==> src/rtl/pc_sequencer.sv <==
// Program-counter sequencer: IDLE/RUN/HALT/TRAP mode FSM driving a registered PC
// with branch/jump selection, misalignment trap, optional auto-halt and a retire counter.
module pc_sequencer #(
    parameter int          WIDTH        = 32,
    parameter logic [31:0] RESET_VECTOR = 32'h0000_0000,
    parameter logic [31:0] TRAP_VECTOR  = 32'h0000_0100,
    parameter logic [31:0] HALT_ADDR    = 32'h0000_004C,
    parameter bit          HALT_EN      = 1'b1
) (
    input  logic             clk,
    input  logic             rst_n,
    input  logic [WIDTH-1:0] pc_target,
    input  logic             pc_src,
    input  logic             stall,
    input  logic [2:0]       cmd,
    output logic [WIDTH-1:0] pc,
    output logic [WIDTH-1:0] pc_plus_4,
    output logic [1:0]       state,
    output logic             halted,
    output logic             trap,
    output logic [WIDTH-1:0] retired
);

    localparam logic [1:0] ST_IDLE = 2'h0;
    localparam logic [1:0] ST_RUN  = 2'h1;
    localparam logic [1:0] ST_HALT = 2'h2;
    localparam logic [1:0] ST_TRAP = 2'h3;

    localparam logic [2:0] CMD_START  = 3'h1;
    localparam logic [2:0] CMD_HALT   = 3'h2;
    localparam logic [2:0] CMD_RESUME = 3'h3;
    localparam logic [2:0] CMD_CLEAR  = 3'h4;

    localparam logic [WIDTH-1:0] RST_PC  = WIDTH'(RESET_VECTOR);
    localparam logic [WIDTH-1:0] TRAP_PC = WIDTH'(TRAP_VECTOR);
    localparam logic [WIDTH-1:0] HALT_PC = WIDTH'(HALT_ADDR);

    logic [1:0]       state_reg, state_next;
    logic [WIDTH-1:0] pc_reg, pc_next;
    logic [WIDTH-1:0] retired_reg, retired_next;
    // Set on RESUME; suppresses the auto-halt match until the PC has moved on once.
    logic             skip_reg, skip_next;
    logic [WIDTH-1:0] next_pc;
    logic             misaligned;

    assign pc_plus_4  = pc_reg + WIDTH'(4);
    assign next_pc    = pc_src ? pc_target : pc_plus_4;
    assign misaligned = pc_src && (pc_target[1:0] != 2'b00);

    always_ff @(posedge clk) begin
        if (!rst_n) begin
            state_reg   <= ST_IDLE;
            pc_reg      <= RST_PC;
            retired_reg <= '0;
            skip_reg    <= 1'b0;
        end else begin
            state_reg   <= state_next;
            pc_reg      <= pc_next;
            retired_reg <= retired_next;
            skip_reg    <= skip_next;
        end
    end

    always_comb begin
        state_next   = state_reg;
        pc_next      = pc_reg;
        retired_next = retired_reg;
        skip_next    = skip_reg;
        case (state_reg)
            ST_IDLE: begin
                pc_next   = RST_PC;
                skip_next = 1'b0;
                if (cmd == CMD_START) begin
                    state_next = ST_RUN;
                end
            end
            ST_RUN: begin
                if (misaligned) begin
                    state_next = ST_TRAP;
                    pc_next    = TRAP_PC;
                    skip_next  = 1'b0;
                end else if (cmd == CMD_HALT) begin
                    state_next = ST_HALT;
                end else if (HALT_EN && (pc_reg == HALT_PC) && !skip_reg) begin
                    state_next = ST_HALT;
                end else if (!stall) begin
                    pc_next      = next_pc;
                    retired_next = retired_reg + WIDTH'(1);
                    skip_next    = 1'b0;
                end
            end
            ST_HALT: begin
                if (cmd == CMD_RESUME) begin
                    state_next = ST_RUN;
                    skip_next  = 1'b1;
                end else if (cmd == CMD_CLEAR) begin
                    state_next = ST_IDLE;
                    pc_next    = RST_PC;
                    skip_next  = 1'b0;
                end
            end
            ST_TRAP: begin
                if (cmd == CMD_CLEAR) begin
                    state_next = ST_IDLE;
                    pc_next    = RST_PC;
                end
            end
            default: begin
                state_next = ST_IDLE;
                pc_next    = RST_PC;
                skip_next  = 1'b0;
            end
        endcase
    end

    always_comb begin
        state   = state_reg;
        pc      = pc_reg;
        retired = retired_reg;
        halted  = (state_reg == ST_HALT);
        trap    = (state_reg == ST_TRAP);
    end

endmodule

==> config.mk <==
export PLATFORM = sky130hd
export DESIGN_NAME = pc_sequencer
export DESIGN_NICKNAME = d
export VERILOG_FILES = /design/src/rtl/pc_sequencer.sv
export SDC_FILE = /design/constraint.sdc
export NUM_CORES = 1
export LEC_CHECK = 0
export BUFFER_PORTS_ARGS = -buffer_cell sky130_fd_sc_hd__buf_4
export CORE_UTILIZATION = 51
export CTS_CLUSTER_DIAMETER = 120
export CTS_CLUSTER_SIZE = 12
export DETAILED_ROUTE_END_ITERATION = 6
export GPL_ROUTABILITY_DRIVEN = 0
export GPL_TIMING_DRIVEN = 0
export PLACE_DENSITY = 0.92
export SLEW_MARGIN = 15
export SYNTH_ARGS = -nofsm -noshare
export SYNTH_HDL_FRONTEND = slang
export SYNTH_SLANG_ARGS = --single-unit
export TNS_END_PERCENT = 1
==> constraint.sdc <==
create_clock -name clk -period 2.1 [get_ports clk]
set_input_delay 0.21 -clock clk [delete_from_list [all_inputs] [get_ports clk]]
set_output_delay 0.21 -clock clk [all_outputs]
set_load 0.005 [all_outputs]
Yosys cells after proc, flatten, opt, wreduce, memory -nomap -nowiden
Index checks and enable logic that the tools add are counted.
{"block": "op_classes", "n_addsub": 2, "eq_ne": 15, "muxes": 22, "bitwise": 4, "reduce_logical": 10}
{"operator": "$mux 32", "count": 7}
{"operator": "$pmux 32 s4", "count": 1}
{"operator": "$add 32x1->32 const B", "count": 1}
{"operator": "$add 32x3->32 const B", "count": 1}
{"operator": "$eq 32x7->1 const B", "count": 1}
{"operator": "$mux 2", "count": 6}
{"operator": "$reduce_and 5->1", "count": 2}
{"operator": "$ne 3x3->1 const B", "count": 3}
{"operator": "$pmux 2 s4", "count": 1}
{"operator": "$eq 3x2->1 const B", "count": 2}
{"operator": "$mux 1", "count": 6}
{"operator": "$eq 2x2->1 const B", "count": 2}
{"operator": "$ne 2x2->1 const B", "count": 2}
{"operator": "$ne 4x4->1 const B", "count": 1}
{"operator": "$not 1->1", "count": 4}
{"operator": "$reduce_and 4->1", "count": 1}
{"operator": "$eq 3x1->1 const B", "count": 1}
{"operator": "$eq 3x3->1 const B", "count": 1}
{"operator": "$ne 3x1->1 const B", "count": 1}
{"operator": "$pmux 1 s3", "count": 1}
{"operator": "$reduce_bool 3->1", "count": 1}
{"operator": "$eq 2x1->1 const B", "count": 1}
{"operator": "$logic_and 1x1->1", "count": 2}
{"operator": "$logic_not 2->1", "count": 1}
{"operator": "other kinds (3)", "count": 3}
{"block": "totals", "ff_bits": 67, "inputBits": 39, "out_inout_bits": 100}

Depth between registers and ports, before layout
{"block": "logic_depth", "word_depth": 7, "ltp_mapped": 8, "depth_no_buf": 7}

Least setup slack after synthesis
Ideal clock, no wire load.
{"block": "synth_path", "kind": "register to register", "start": "register pc_reg[2] (netlist: pc[2])", "end": "register pc_reg[30] (netlist: pc[30])", "setup_ns": 0.117, "arrival_time_ns": 1.879, "required_ns": 1.983, "setup_slack_ns": 0.104, "path_stages_with_launch": 8, "n_path_buf": 0, "synth_period_minus_slack_ns": 1.996, "cell_sequence": "dfxtp_1 > ha_1 > nor4b_2 > nand4_4 > o21ai_2 > nor3_2 > a31o_1 > a22o_1"}
{"block": "synth_between", "elab_chain_len": 7}
{"element": "start: declaration", "line_no": "39", "source": "logic [WIDTH-1:0] pc_reg, pc_next;"}
{"element": "start signal: assignment", "line_no": "58", "source": "pc_reg <= pc_next;"}
{"element": "$add 32x3->32", "line_no": "46", "source": "assign pc_plus_4 = pc_reg + WIDTH'(4);"}
{"element": "$mux 32", "line_no": "47", "source": "assign next_pc = pc_src ? pc_target : pc_plus_4;"}
{"element": "$mux 32", "line_no": "86", "source": "end else if (!stall) begin"}
{"element": "$mux 32", "line_no": "84", "source": "end else if (HALT_EN && (pc_reg == HALT_PC) && !skip_reg) begin"}
{"element": "$mux 32", "line_no": "82", "source": "end else if (cmd == CMD_HALT) begin"}
{"element": "$mux 32", "line_no": "78", "source": "if (misaligned) begin"}
{"element": "$pmux 32 s4", "line_no": "69", "source": "case (state_reg)"}
Several ways; a longest one is shown, not always the timed one. The select of a mux whose other input is x is not followed.
A chain may end at the register's enable or synchronous reset.

Worst setup path in the final report
{"block": "layout_path", "start": "register pc_reg[9] (netlist: pc[9])", "end": "output port pc_plus_4[25]"}
{"block": "layout_between", "elab_chain_len": 1}
{"element": "$add 32x3->32", "line_no": "46"}
{"element": "end: declaration", "line_no": "17", "source": "output logic [WIDTH-1:0] pc_plus_4,"}
Every way passes these cells.

==> impl_metrics.py <==
metrics = {
    "status": {
        "outcome": "finished, violations left",
        "failed_checks": "negative setup slack",
    },
    "placed_design": {
        "port_buffers": 137,
        "dp_hpwl_um": 9280,
        "postPlaceCellArea_mm2": 0.00529,
        "dp_slack_ps": -204,
    },
    "sta": {
        "setup_viol": 17,
        "whs_ps": 125,
        "relSlewSlack_pct": 54.5,
        "skew_ps": 13.9,
        "fin_ws_ps": -134,
        "min_period_ps": 2230,
        "worst_pin_slew_ps": 677,
        "timing.fmax_mhz": 448,
        "final_hold_viol_count": 0,
        "timing.setup.tns_ps": -932,
        "drv_slew": 0,
        "rsz0062_at_grt": "true",
        "post-route-period-util_pct": 106,
    },
    "clock_tree": {
        "tritoncts": "built",
        "clk_path_buf_depth": 2,
        "clockRootBuffer": "clkbuf_8",
        "cts_made_buffers": 9,
        "cts.sinks": 67,
        "insertion_delay_ps": 350,
        "clk_pin_slew_ps": 80,
        "cts.htree.levels": 3,
    },
    "worst_setup_path": {
        "crit_path_end_kind": "output port",
        "startpoint_type": "flop",
        "path_common_cell": "and4_4",
        "worstPathArrival_ps": 2020,
        "cp_cell_sequence": "buf_6 -> and4_4 -> and4_4 -> and2_4 -> nand4_1 -> xnor2_1 -> buf_4",
        "cp_slowest_stage_delay_ps": 340,
        "critPathKind": "flop to output port",
        "cp_slowest_cell": "dfxtp_2",
        "required_ps": 1890,
        "critPathTopFamily": "simple AND/OR/NAND/NOR gates",
        "cp_num_buf_inv": 2,
        "cp_max_fo": 6,
        "r2r_slack_ps": -100,
    },
    "floorplanning": {
        "fp.dieH_um": 92.1,
        "dieWidth_um": 92.1,
        "die-area_mm2": 0.00848,
        "start_util_pct": 53.3,
        "pin_count": 139,
        "rows": 32,
        "core_mm2": 0.00777,
    },
    "routing": {
        "num_vias": 4748,
        "drt-initial-drc-count": 331,
        "postRouteAntennaNets": 0,
        "drt-wirelength-per-cell_um": 18.2,
        "wl_um": 14000,
        "via_per_inst": 6.15,
        "dr.pass1.iters": 6,
        "drc": 0,
    },
    "logic_synthesis": {
        "ys_warn_count": 0,
        "ys_ff_latch": 67,
        "synth_cells": 498,
        "synth_common_cells": "dfxtp_1 (67), nor2_1 (51), nand2_1 (49), xnor2_1 (39), o21ai_0 (28)",
        "synthArstFlopShare_pct": 0,
        "yosysTopAreaCellShare_pct": 32.4,
        "synth_nets": 539,
        "synth_cell_type_count": 59,
        "synth_area_leader_cell": "dfxtp_1",
        "syn_area_per_cell_um2": 8.31,
        "synthesis.area_mm2": 0.00414,
        "synth-edff-count": 0,
        "ys.flop_type": "dfxtp_1",
        "yosys-top-cells-area": "dfxtp_1 (32%), xnor2_1 (8.3%), nor2_1 (4.6%)",
        "ys_seq_area_share_pct": 32.4,
        "synth_most_common_cell": "dfxtp_1",
    },
    "power": {
        "vdd_ir_drop_max_mv": 0.533,
        "power_mw": 2.86,
        "p_leak_nw": 2.48,
        "power.density_mw_per_mm2": 479,
    },
    "global_routing": {
        "grt_pass1_vias": 4502,
        "grt_usage_pct": 31.3,
        "grt_max_degree": 14,
        "grt_first_pass_wirelength_um": 21400,
        "grt_overflow": 0,
        "antenna_found_initial": 0,
    },
    "min_path": {
        "worstHoldPathType": "primary input to flop",
    },
    "layout": {
        "drive_above_1_share_pct": 41.2,
        "layout.nets": 706,
        "fin_area_mm2": 0.00596,
        "area_growth_pct": 44.1,
        "diodes": 0,
    },
    "job": {
        "maxCapViolations": 0,
    },
}
==> cells by family (layout without fill, tap and decap cells) <==
| logic type | Yosys count | in the layout | share of synthesized area [%] |
|---|---|---|---|
| AND/OR/NAND/NOR | 219 | 219 | 31.6 |
| adder cells (fa/ha/maj) | 2 | 2 | 0.605 |
| flip-flops | 67 | 67 | 32.4 |
| XOR/XNOR | 52 | 52 | 11.0 |
| buffers and inverters | 43 | 215 | 5.29 |
| AO/OA/AOI/OAI | 108 | 108 | 17.4 |
| multiplexers | 7 | 7 | 1.72 |
==> where the power goes <==
part | internal, mW | switching, mW | leakage, nW
registers | 1.27 | 0.0170 | 0.554
clock network | 0.677 | 0.546 | 0.110
logic | 0.156 | 0.190 | 1.82
total | 2.10 | 0.753 | 2.48
==> final timing paths <==
kind	from	to	cells past startpoint
setup / recovery	pc[9]	pc_plus_4[25]	7
hold / removal	pc_target[22]	pc[22]	3
setup reg to reg	state[1]	pc[21]	8
hold reg to reg	pc[5]	pc[5]	2
==> what timing repair did <==
| item | in CTS | in global routing |
|---|---|---|
| pin swaps | 14 | 9 |
| hold buffers | 0 | 0 |
| buffers inserted | 15 | 4 |
| endpoints found under the setup margin | 78 | 76 |
| resized for setup | 59 | 25 |
==> tightest hold or removal path, cell delays in order <==
cell       delay [ps]
buf_4              80
a21oi_1            50
o2bb2ai_1         110
==> stage by stage <==
step	util, %	std cells
after floorplan	-	498
after global placement	68.2	737
after detailed placement	68.2	737
after CTS	74.8	768
after global routing	76.8	772
final	76.8	772
==> placed cells by master (no fill, tap or decap), types with 5 or more instances in the layout <==
cell / instances
a21oi_1: 24
a22o_1: 5
a22oi_1: 7
buf_4: 158
buf_6: 10
clkbuf_1: 10
clkbuf_8: 9
dfxtp_1: 45
dfxtp_2: 14
dfxtp_4: 8
inv_1: 17
mux2i_1: 6
nand2_1: 47
nand3_1: 15
nand4_1: 9
nor2_1: 49
nor3_1: 12
nor3_2: 9
nor4_1: 6
nor4_2: 7
o21ai_0: 28
o2bb2ai_1: 11
or3_1: 9
xnor2_1: 35
xor2_1: 12
==> area by class of cell <==
cell class                 count  area [µm²]
clock inverter                 7        98.8
clock buffer                   9         124
timing repair buffer         156        1180
tap                          102         128
buffer                        26         180
inverter                      17        63.8
sequential                    67        1390
fill                         516        1810
multi-input combinational    388        2800
==> layer usage <==
metal | track usage, % | part of all wire [%] | up-vias
met5 | 0 | 0 | -
met2 | 55.8 | 49 | 320
met1 | 34.1 | 36 | 2237
met3 | 8.62 | 11 | 61
li1 | - | - | 2130
met4 | 15.1 | 4.0 | 0
No activity file was read; power rests on OpenSTA's default activity.
